===== src/rtl/perf_dump.sv =====
// perf_dump: snapshots the perf counters on request and streams them
// as an ASCII hex frame over a valid/ready byte handshake.
module perf_dump #(
  parameter bit UPPER_HEX = 1'b1,
  parameter bit CRLF      = 1'b1
) (
  input  logic        clk,
  input  logic        rst,
  input  logic [15:0] cycle_cnt,
  input  logic [15:0] instr_cnt,
  input  logic        dump_req,
  output logic [7:0]  tx_data,
  output logic        tx_valid,
  input  logic        tx_ready,
  output logic        busy,
  output logic        dump_done,
  output logic        overrun,
  input  logic        clr_ovr
);

  localparam logic [3:0] LAST = CRLF ? 4'd11 : 4'd9;

  typedef enum logic [1:0] {
    IDLE,
    ARM,
    SEND
  } state_t;

  state_t      state;
  state_t      state_nxt;
  logic [15:0] snap_cyc;
  logic [15:0] snap_ins;
  logic [3:0]  idx;
  logic        xfer;
  logic        last_xfer;

  function automatic logic [7:0] hex(input logic [3:0] n);
    logic [7:0] base;
    if (n < 4'd10) base = 8'h30;
    else base = UPPER_HEX ? 8'h37 : 8'h57;
    return base + {4'h0, n};
  endfunction

  assign xfer      = tx_valid & tx_ready;
  assign last_xfer = xfer && (idx == LAST);

  always_ff @(posedge clk or negedge rst) begin
    if (!rst) state <= IDLE;
    else      state <= state_nxt;
  end

  always_comb begin
    state_nxt = state;
    unique case (state)
      IDLE: if (dump_req) state_nxt = ARM;
      ARM:  state_nxt = SEND;
      SEND: if (last_xfer) state_nxt = IDLE;
      default: state_nxt = IDLE;
    endcase
  end

  // ARM exists so the counters settle for one cycle after a stop strobe
  always_ff @(posedge clk or negedge rst) begin
    if (!rst) begin
      snap_cyc  <= '0;
      snap_ins  <= '0;
      idx       <= '0;
      dump_done <= 1'b0;
      overrun   <= 1'b0;
    end else begin
      if (state == ARM) begin
        snap_cyc <= cycle_cnt;
        snap_ins <= instr_cnt;
        idx      <= '0;
      end else if (xfer) begin
        idx <= idx + 4'd1;
      end
      dump_done <= last_xfer;
      if (dump_req && state != IDLE) overrun <= 1'b1;
      else if (clr_ovr)              overrun <= 1'b0;
    end
  end

  always_comb begin
    tx_valid = (state == SEND);
    busy     = (state != IDLE);
    tx_data  = 8'h00;
    if (state == SEND) begin
      case (idx)
        4'd0:    tx_data = 8'h43;
        4'd1:    tx_data = hex(snap_cyc[15:12]);
        4'd2:    tx_data = hex(snap_cyc[11:8]);
        4'd3:    tx_data = hex(snap_cyc[7:4]);
        4'd4:    tx_data = hex(snap_cyc[3:0]);
        4'd5:    tx_data = 8'h49;
        4'd6:    tx_data = hex(snap_ins[15:12]);
        4'd7:    tx_data = hex(snap_ins[11:8]);
        4'd8:    tx_data = hex(snap_ins[7:4]);
        4'd9:    tx_data = hex(snap_ins[3:0]);
        4'd10:   tx_data = 8'h0D;
        4'd11:   tx_data = 8'h0A;
        default: tx_data = 8'h00;
      endcase
    end
  end

endmodule


===== config.mk =====
export PLATFORM = sky130hd
export DESIGN_NAME = perf_dump
export DESIGN_NICKNAME = d
export VERILOG_FILES = /design/src/rtl/perf_dump.sv
export SDC_FILE = /design/constraint.sdc
export NUM_CORES = 1
export LEC_CHECK = 0
export ABC_AREA = 1
export CAP_MARGIN = 30
export CORE_UTILIZATION = 59
export CTS_CLUSTER_DIAMETER = 40
export DETAILED_ROUTE_END_ITERATION = 10
export PLACE_DENSITY = 0.87
export SLEW_MARGIN = 5
export SYNTH_ARGS = -nofsm -noshare
export SYNTH_HDL_FRONTEND = slang
export SYNTH_SLANG_ARGS = --single-unit

===== constraint.sdc =====
create_clock -name clk -period 4.3 [get_ports clk]
set_input_delay 0.43 -clock clk [delete_from_list [all_inputs] [get_ports clk]]
set_output_delay 0.43 -clock clk [all_outputs]
set_load 0.1 [all_outputs]

== After elaboration in Yosys (flattened, before gate mapping) ==
Cells that the tools add are included.
Operators by class
  add/subtract/negate cells: 9
  magnitude comparators: 8
  equal/unequal tests: 15
  multiplexer cells: 33
  bitwise operators: 1
  reductions and logical operators: 8
Operator list (number)
  8-bit 2-to-1 mux: 17
  8-bit one-hot mux with 12 select lines: 1
  8-bit by 4-bit adder with 8-bit output: 8
  4-bit less-than comparator (second input constant): 8
  3-bit 2-to-1 mux: 8
  4-bit by 3-bit equality test with 1-bit output (second input constant): 4
  4-bit equality test (second input constant): 4
  4-bit by 2-bit equality test with 1-bit output (second input constant): 2
  4-bit 2-to-1 mux: 2
  2-bit one-hot mux with 3 select lines: 1
  2-bit nonzero test: 3
  4-bit by 1-bit adder with 4-bit output (second input constant): 1
  4-bit by 1-bit equality test with 1-bit output (second input constant): 1
  4-bit logical NOT: 1
  2-bit 2-to-1 mux: 2
  2-bit by 1-bit equality test with 1-bit output (second input constant): 1
  2-bit equality test (second input constant): 1
  1-bit logical AND: 2
  2-bit logical NOT: 1
  1-bit 2-to-1 mux: 2
  2-bit by 1-bit != test with 1-bit output (second input constant): 1
  2-bit != test (second input constant): 1
  2-bit AND reduction: 1
  1-bit AND: 1
Word-level totals
  register bits after elaboration: 40
  bits of input ports: 37
  logic and storage cells: 80

== Depth between registers and ports, before layout ==
Gate-level depths: netlist of the first run.
  word-level depth: 7
  mapped depth: 13
  gate-level depth less buffers: 13

== Worst setup path after synthesis of the first run ==
OpenSTA, ideal clock, no wires.
  kind: reg-to-output
  start: reg snap_cyc[6]
  end: out tx_data[6]
  data arrival time: 3.359 ns
  required time: 3.870 ns
  setup slack: 0.511 ns
  stages on the path, launching flop included: 13
  buffers on the path: 0
  path through: dfrtp_1 inv_1 a21oi_1 ha_1 inv_1 fa_1 nor2_1 nor2_1 nor2_1 nand2_1 nand2_1 nor2_1 a31oi_1
On the way
  cells in the longest elaborated chain, start to end: 7
Ends and longest elaborated chain
  from (decl): RTL line 31  | logic [15:0] snap_cyc;
  from (signal assigned): RTL line 72  | snap_cyc <= cycle_cnt;
  4-bit less-than comparator: RTL line 39  | if (n < 4'd10) base = 8'h30;
  3-bit 2-to-1 mux: RTL line 39
  8-bit 2-to-1 mux: RTL line 89  | case (idx)
  8-bit 2-to-1 mux: RTL line 88  | if (state == SEND) begin
  8-bit by 4-bit adder with 8-bit output *: RTL line 41  | return base + {4'h0, n};
  8-bit one-hot mux with 12 select lines *: RTL line 89
  8-bit 2-to-1 mux *: RTL line 88
  to (decl): RTL line 12  | output logic [7:0] tx_data,
Every way passes the cells marked *; elsewhere a longest branch is shown, timed or not. The select of a mux whose other input is x is not followed.

== Worst setup path in the final report of the first run ==
  start: reg snap_ins[7]
  end: out tx_data[0]
On the way
  cells in the longest elaborated chain, start to end: 7
Ends and longest elaborated chain
  from (decl): RTL line 32  | logic [15:0] snap_ins;
  from (signal assigned): RTL line 73  | snap_ins <= instr_cnt;
  4-bit less-than comparator: RTL line 39
  3-bit 2-to-1 mux: RTL line 39
  8-bit 2-to-1 mux: RTL line 89
  8-bit 2-to-1 mux: RTL line 88
  8-bit by 4-bit adder with 8-bit output: RTL line 41
  8-bit one-hot mux with 12 select lines: RTL line 89
  8-bit 2-to-1 mux: RTL line 88
No other way between the ends. The select of a mux whose other input is x is not followed.

==> results.ini, run 1 <==
[timing]
finClkSkew_ns=0.003901
slew_viol_final=0
max_freq_mhz=295.3
final-hold-violation-count=0
worst_slew_pin_slew_ns=0.9756
finalSetupViolCount=0
grt_setup_unrepaired=false
fin_crit_ns=3.387
fin_crit_sh_pct=78.76
relSlewSlack_pct=34.75
tns_ns=0

[final_layout]
drive_gt1_share_pct=8.848
layout_commonest_cell=nand2_1
layout_common_cells=nand2_1 (104), inv_1 (69), nor2_1 (53), dfrtp_1 (40), clkdlybuf4s50_1 (40)
final_nets=554
area_delta_synth_final_pct=19.00
diodes=0

[critical_path]
path_class=reg2out
critPathLaunchType=flop
worstSetupEndpointType=primary output
cp_max_fo=3
crit_arrival_ns=2.96
required_ns=3.87

[global_route]
grt_start_max_net_pins=41
grt_pass1_vias=2527
antenna_found_initial=0
grt_pass1_wl_um=10940
grt.overflow.total=0
grt_usage_pct=25.85

[clock_network]
numCtsBuffers=5
clk-insertion-delay-late_ns=0.30
post_cts_resized=0
postCtsSetupBuffers=0
clockBufferDepth=2
cts_tree=done
htreeDepth=2
hold_buffers=0
cts_root_buf=clkbuf_8
clock_sinks=40
clkTransAtPathRegs_ns=0.07

[floorplanning]
die_y_um=74.65
std_cell_rows=26
ios=49
die_x_um=74.65
die_area_um2=5573
core_um2=5107
initial_core_util_pct=60.98

[synthesis]
ys_top_cells_by_area=dfrtp_1 (32%), nand2_1 (13%), ha_1 (11%)
netlist.area_leader.share_pct=32.14
synth_ff_type=dfrtp_1
syn_inst=438
syn_avg_cell_area_um2=7.110
syn-num-nets=507
synth_seq_cells=40
async_flop_share_pct=100.0
ys_types=35
ys_warn_count=0
synth_edf_count=0
synth_top_area_cell=dfrtp_1
synthesis.area_um2=3114
synth.yosys.seq_area_share_pct=32.14

[worst_hold_path]
hold_class=in2async

[detailed_routing]
final_antenna_net_count=0
drt-total-wl_um=6869
drt_pass1_iterations=5
drt-met1-wl_um=3116
met3_length_um=361
dr.first_iter.drc_count=232
vias=2909
vias_per_cell=5.232
wl_per_cell_um=12.35
wl_met2_um=3326
drc=0
highest_layer=met4

[placement]
portBuffers=47
place_congestion=0.9344
place_hpwl_um=5534

[run]
drv_cap=0

[run_status]
status=finished, final reports clean

==> stage by stage <==
stage	worst slack (ns)	area, µm²	hold WS [ns]	instances	util [%]
floorplan	0.5113	3114	0.1344	438	-
global placement	1.301	3616	0.5039	548	70.80
detailed placement	1.264	3616	0.5045	548	70.80
CTS	0.9259	3706	0.2979	556	72.56
global route	0.7827	3706	0.3371	556	72.56
finish	0.9133	3706	0.2549	556	72.56
==> logic make-up (layout without fill, tap and decap cells) <==
family          Yosys count  after routing  synth area share [%]
fa+ha+maj                32             32                 13.82
mux                      10             10                 3.616
flops                    40             40                 32.14
simple gates            212            212                 29.21
buf+inv                  82            130                 10.41
other cells               1              1                0.1204
compound gates           61             61                 10.69
==> flip-flops by register name, summed over array words and instances (netlist names) <==
| name | cells |
|---|---|
| idx | 4 |
| overrun | 1 |
| state | 2 |
| dump_done | 1 |
| snap_ins | 16 |
| snap_cyc | 16 |
==> cell usage after synthesis, drive strengths merged, types with 4 or more instances <==
cell and number:
nand2 106, inv 74, nor2 56, dfrtp 40
a21oi 39, nand3 38, ha 28, o21ai 14
mux2 10, buf 7, fa 4, or2 4
==> metal layers <==
metal  track usage, %  up-vias
li1                 -     1485
met1            32.43     1326
met2            46.25       93
met3            4.685        5
met4            5.870        0
met5                0        -
==> critical path: stages (launching register included) <==
cell and delay [ns]:
dfrtp_1 0.41, nand2_1 0.09, inv_1 0.07, nor2_1 0.19, inv_1 0.12, ha_1 0.29, a22o_1 0.14, nor2_1 0.04
nand3_1 0.08, nand2_1 0.05, inv_1 0.06, clkdlybuf4s50_1 1.12
==> area by class of cell <==
type	count	area (µm²)
fill	434	1401
clock buffer	8	90.09
multi-input combinational	316	1792
inverter	74	277.8
tap	70	87.58
timing repair buffer	48	457.9
sequential	40	1001
==> path summary, 6_finish.rpt <==
| path | slack (ns) | to | startpoint | depth (start not counted) |
|---|---|---|---|---|
| min in group clk | 0.52 | snap_cyc[12] | snap_cyc[12] | 1 |
| worst min register to register | 0.52 | snap_cyc[12] | snap_cyc[12] | 1 |
| worst min-delay path | 0.25 | snap_cyc[13] | rst | 1 |
| worst max register to register | 2.61 | snap_ins[6] | state[0] | 3 |
| max in group asynchronous | 3.50 | dump_done | rst | 1 |
| worst max-delay path | 0.91 | tx_data[0] | snap_ins[7] | 11 |
Power of run 1 is left out: the tool's default activity adds up to more than one toggle a clock period on the data nets, which glitch-free logic cannot reach.
==> inputs of run 2 (changes only) <==
- CORE_UTILIZATION: 59 -> 49
- PLACE_DENSITY: 0.87 -> 0.77
- clock period: 4.3 -> 2.75 ns (I/O delays scaled with it)
==> run 2 against run 1 <==
  * The run now ends with negative setup slack left
  * Setup slack worse by 0.92 ns
  * Cell count rose by 5.4%
  * First-iteration DRC count decreased by 34%
  * Hold slack better by 0.16 ns
  * Global-route usage shrank 1.7 points
  * Critical path type unchanged
  * Critical endpoint is now tx_data[2]
  * Largest cell class unchanged
==> results.ini, run 2 (synthesized netlist as in run 1, its figures left out) <==
[run_status]
status=finished with violations
violations=negative setup slack

[final_layout]
layout_common_cells=nand2_1 (100), inv_1 (58), nor2_1 (41), dfrtp_1 (40)
final_nets=579  ; +4.5%
fin_cells=586  ; +5.4%
layout_commonest_cell=nand2_1
area_delta_synth_final_pct=34.83
top_regs=snap_cyc: 16 flops, snap_ins: 16 flops, idx: 4 flops
diodes=0  ; unchanged
drive_gt1_share_pct=24.07  ; +15 points

[critical_path]
crit_arrival_ns=2.48  ; -0.48 ns
worstSetupEndpointType=primary output
path_class=reg2out
required_ns=2.48  ; -1.39 ns
cp_max_fo=3  ; unchanged
critPathLaunchType=flop

[global_route]
grt_start_max_net_pins=50  ; +22%
grtUsageMet1_pct=29.46  ; -3.0 points
grt_usage_pct=24.14  ; -1.7 points
grt_pass1_vias=2862  ; +13%
antenna_found_initial=0  ; unchanged
grt_busiest_layer=met2
grt.overflow.total=0  ; unchanged
grtUsageMet3_pct=4.333  ; -0.35 points
grt_pass1_wl_um=12280  ; +12%
grt_use_met2_pct=41.82  ; -4.4 points

[timing]
finalSetupViolCount=1  ; +1
final-hold-violation-count=0  ; unchanged
grt_setup_unrepaired=true
max_freq_mhz=362.4
fin_ws_ns=-0.009075  ; -0.9223 ns
relSlewSlack_pct=38.98  ; +4.2 points
tns_ns=-0.009075  ; -0.009075 ns
fin_crit_sh_pct=100.3
finClkSkew_ns=0.005128  ; +0.001227 ns
worst_slew_pin_slew_ns=0.9121  ; -0.06352 ns
fin_crit_ns=2.759
slew_viol_final=0  ; unchanged

[clock_network]
numCtsBuffers=5  ; unchanged
clkTransAtPathRegs_ns=0.08  ; about the same
htreeDepth=2  ; unchanged
cts_tree=done
clockBufferDepth=2  ; unchanged
clk-insertion-delay-late_ns=0.30  ; about the same
clock_sinks=40  ; unchanged
cts_root_buf=clkbuf_8

[detailed_routing]
drc=0  ; unchanged
vias=3063  ; +5.3%
wl_per_cell_um=13.06  ; +5.7%
dr.first_iter.drc_count=152  ; -34%
vias_per_cell=5.227  ; about the same
final_antenna_net_count=0  ; unchanged
drt-total-wl_um=7654  ; +11%
drt_pass1_iterations=5  ; unchanged

[placement]
dpl_worst_slack_ns=0.1436  ; -1.120 ns
portBuffers=47  ; unchanged
dp.cells=556  ; +1.5%
place_hpwl_um=5356  ; -3.2%
place_congestion=0.9349  ; about the same

[floorplanning]
ios=49  ; unchanged
core_um2=6026  ; +18%
die_area_um2=6678  ; +20%
die_x_um=81.72  ; +9.5%
initial_core_util_pct=51.68  ; -9.3 points
std_cell_rows=28  ; +7.7%
die_y_um=81.72  ; +9.5%

[worst_hold_path]
hold_class=in2async

[run]
drv_cap=0  ; unchanged

-- run 2: cell count changes in the layout (fill, tap and decap cells not counted), moves of 5 or more --
cell | before | now
nor2_1 | 53 | 41
clkdlybuf4s50_1 | 40 | 35
buf_4 | 7 | 28
nor2_2 | 1 | 11
a21oi_1 | 39 | 32
inv_2 | 5 | 16
a21oi_2 | 0 | 6
inv_1 | 69 | 58
buf_12 | 0 | 8
-- run 2: metal layers --
layer | share of wire [%] | vias to the layer above
met5 | 0 | -
met4 | 2.1 | 0
met3 | 5.2 | 18
met2 | 50 | 96
met1 | 43 | 1412
li1 | - | 1537
-- run 2: worst max-delay path, cell delays in order, from the launching register on --
cell	delay (ns)
dfrtp_1	0.38
nand2_1	0.09
inv_1	0.11
nor2_2	0.06
inv_1	0.10
ha_1	0.17
inv_1	0.05
fa_2	0.35
or2_2	0.30
nand2_1	0.07
nand4_1	0.11
nor2_2	0.14
nor2_2	0.06
buf_12	0.18
-- run 2: per-stage QoR --
stage | cell area, µm² | util, % | hold slack, ns
finish | 4199 | 69.68 | 0.4167
global route | 4199 | 69.68 | 0.4685
CTS | 4031 | 66.90 | 0.1374
detailed placement | 3750 | 62.23 | 0.4689
global placement | 3750 | 62.23 | 0.4626
floorplan | 3144 | - | -0.02059
-- run 2: worst paths after layout --
path	end	slack, ns	startpoint	cells after the start
hold reg to reg	snap_cyc[0]	0.52	snap_cyc[0]	1
setup / recovery	tx_data[2]	-0.009	snap_ins[7]	13
hold / removal	snap_ins[4]	0.42	rst	2
max in group asynchronous	snap_ins[14]	1.87	rst	3
setup reg to reg	snap_ins[14]	0.99	state[0]	4
min in group clk	state[0]	0.50	dump_req	3
-- run 2: area by class of cell --
type / count / area [µm²]
multi-input cells: 316 / 1983
flip-flops and latches: 40 / 1001
clock inverters: 2 / 35.03
inverters: 74 / 277.8
clock buffers: 6 / 72.57
repair buffers: 73 / 735.7
well taps: 75 / 93.84
fillers: 485 / 1827
-- run 2: repair_timing --
item	4_1_cts	5_1_grt
hold buffers	0	1
endpoints found under the setup margin	4	6
pin swaps	15	18
hold endpoints to repair	0	14
setup buffers	14	6
cloned	0	0
resized for setup	26	27
Power of run 2 is left out for the same reason.
==> inputs of run 3 (changes only) <==
- CTS_BUF_LIST: not set -> sky130_fd_sc_hd__clkbuf_4 sky130_fd_sc_hd__clkbuf_8 sky130_fd_sc_hd__clkbuf_16
==> run 3 against run 2 <==
  * The run now ends clean
  * Maximum frequency rose by 0.80%
  * Non-clock buffer count did not move
  * Sequential cell count did not move
  * Hold slack got worse by 0.0031 ns
  * Clock skew barely moved
  * Final area barely moved
  * Register-to-register slack barely moved
  * Die area did not move
  * Critical endpoint unchanged
==> results.ini, run 3 (synthesized netlist as in run 1, its figures left out) <==
[run_status]
status=finished, final reports clean

[final_layout]
final_nets=579  ; unchanged
drive_gt1_share_pct=23.68  ; -0.39 points
final_util_pct=69.64  ; about the same
top_regs=snap_cyc: 16 flops, snap_ins: 16 flops, idx: 4 flops
layout_common_cells=nand2_1 (100), inv_1 (59), nor2_1 (42), dfrtp_1 (40)
diodes=0  ; unchanged
layout_commonest_cell=nand2_1
area_delta_synth_final_pct=34.75  ; about the same

[placement]
portBuffers=47  ; unchanged
place_congestion=0.9349  ; unchanged
place_hpwl_um=5356  ; unchanged

[detailed_routing]
wl_per_cell_um=13.18  ; +0.94%
drt_pass1_iterations=5  ; unchanged
drt-total-wl_um=7726  ; +0.94%
final_antenna_net_count=0  ; unchanged
dr.first_iter.drc_count=136  ; -11%
vias_per_cell=5.258  ; +0.59%
vias=3081  ; +0.59%
drc=0  ; unchanged

[critical_path]
worstSetupEndpointType=primary output
path_class=reg2out
cp_max_fo=3  ; unchanged
critPathLaunchType=flop
crit_arrival_ns=2.46  ; -0.02 ns
reg2regPathDepth=4  ; unchanged
required_ns=2.48  ; about the same
r2r_slack_ns=1.00  ; about the same

[timing]
grt_setup_unrepaired=true
finalSetupViolCount=0  ; -1
fin_crit_ns=2.737  ; -0.02178 ns
worst_slew_pin_slew_ns=0.9040  ; -0.008145 ns
finClkSkew_ns=0.004991  ; -0.0001362 ns
fin_crit_sh_pct=99.54  ; -0.79 points
whs_ns=0.4136  ; -0.003149 ns
max_freq_mhz=365.3  ; +0.80%
relSlewSlack_pct=39.52  ; +0.55 points
slew_viol_final=0  ; unchanged
final-hold-violation-count=0  ; unchanged

[global_route]
grt_usage_pct=24.28  ; +0.14 points
grt_use_met2_pct=42.40  ; +0.58 points
antenna_found_initial=0  ; unchanged
grtUsageMet1_pct=29.39  ; -0.069 points
grt_pass1_wl_um=12330  ; +0.45%
grt_busiest_layer=met2
grt.overflow.total=0  ; unchanged
grt_start_max_net_pins=50  ; unchanged
grt_pass1_vias=2872  ; +0.35%
grtUsageMet3_pct=4.333  ; unchanged

[clock_network]
htreeDepth=2  ; unchanged
clockBufferDepth=2  ; unchanged
cts_tree=done
clock_sinks=40  ; unchanged
cts_root_buf=clkbuf_8
numCtsBuffers=5  ; unchanged
clkTransAtPathRegs_ns=0.08  ; about the same
clk-insertion-delay-late_ns=0.31  ; about the same

[worst_hold_path]
hold_class=in2async

[floorplanning]
initial_core_util_pct=51.68  ; unchanged
die_y_um=81.72  ; unchanged
ios=49  ; unchanged
core_um2=6026  ; unchanged
die_area_um2=6678  ; unchanged
std_cell_rows=28  ; unchanged
die_x_um=81.72  ; unchanged

[run]
drv_cap=0  ; unchanged

[run 3: cell counts in the layout (fill, tap and decap cells not counted)]
No cell type changed its count.
[run 3: per-layer routing]
metal  share of wire (%)  routed length (µm)  up-vias
met5                   0                   0        -
met4                 2.1                 165        0
met3                 5.9                 456       19
met2                  49                3804      109
met1                  43                3300     1418
li1                    -                   -     1535
[run 3: layout make-up]
| class | instances | area (µm²) |
|---|---|---|
| Clock inverter | 2 | 35.03 |
| Multi-Input combinational cell | 316 | 1977 |
| Timing Repair Buffer | 73 | 735.7 |
| Inverter | 74 | 277.8 |
| Clock buffer | 6 | 76.32 |
| Tap cell | 75 | 93.84 |
| Sequential cell | 40 | 1001 |
| Fill cell | 486 | 1829 |
[run 3: what timing repair did]
action                                 CTS  global route
pin swaps                               15            17
gates resized for setup                 26            24
hold buffers                             0             1
buffers inserted                        14             6
setup endpoints to repair                4             6
endpoints found under the hold margin    0            14
[run 3: worst paths after layout]
path                        startpoint            to
hold / removal                     rst   snap_ins[4]
setup / recovery           snap_ins[7]    tx_data[2]
max in group asynchronous          rst  snap_ins[14]
min in group clk              dump_req      state[0]
setup reg to reg              state[0]  snap_ins[14]
hold reg to reg            snap_cyc[0]   snap_cyc[0]
[run 3: critical path, stage by stage, from the launching register on]
cell     delay (ns)
dfrtp_1        0.38
nand2_1        0.08
inv_1          0.10
nor2_2         0.06
inv_1          0.09
ha_1           0.17
inv_1          0.05
fa_2           0.35
or2_2          0.30
nand2_1        0.07
nand4_1        0.11
nor2_2         0.14
nor2_2         0.06
buf_12         0.18
[run 3: metrics by stage]
step	instance area (µm²)	instances	setup TNS, ns	setup WS [ns]
floorplan	3144	438	-0.6614	-0.1505
global placement	3750	556	0	0.2096
detailed placement	3750	556	0	0.1436
CTS	4035	578	-0.008363	-0.008245
global route	4197	586	-0.2569	-0.08258
finish	4197	586	0	0.01271
Power of run 3 is left out for the same reason.
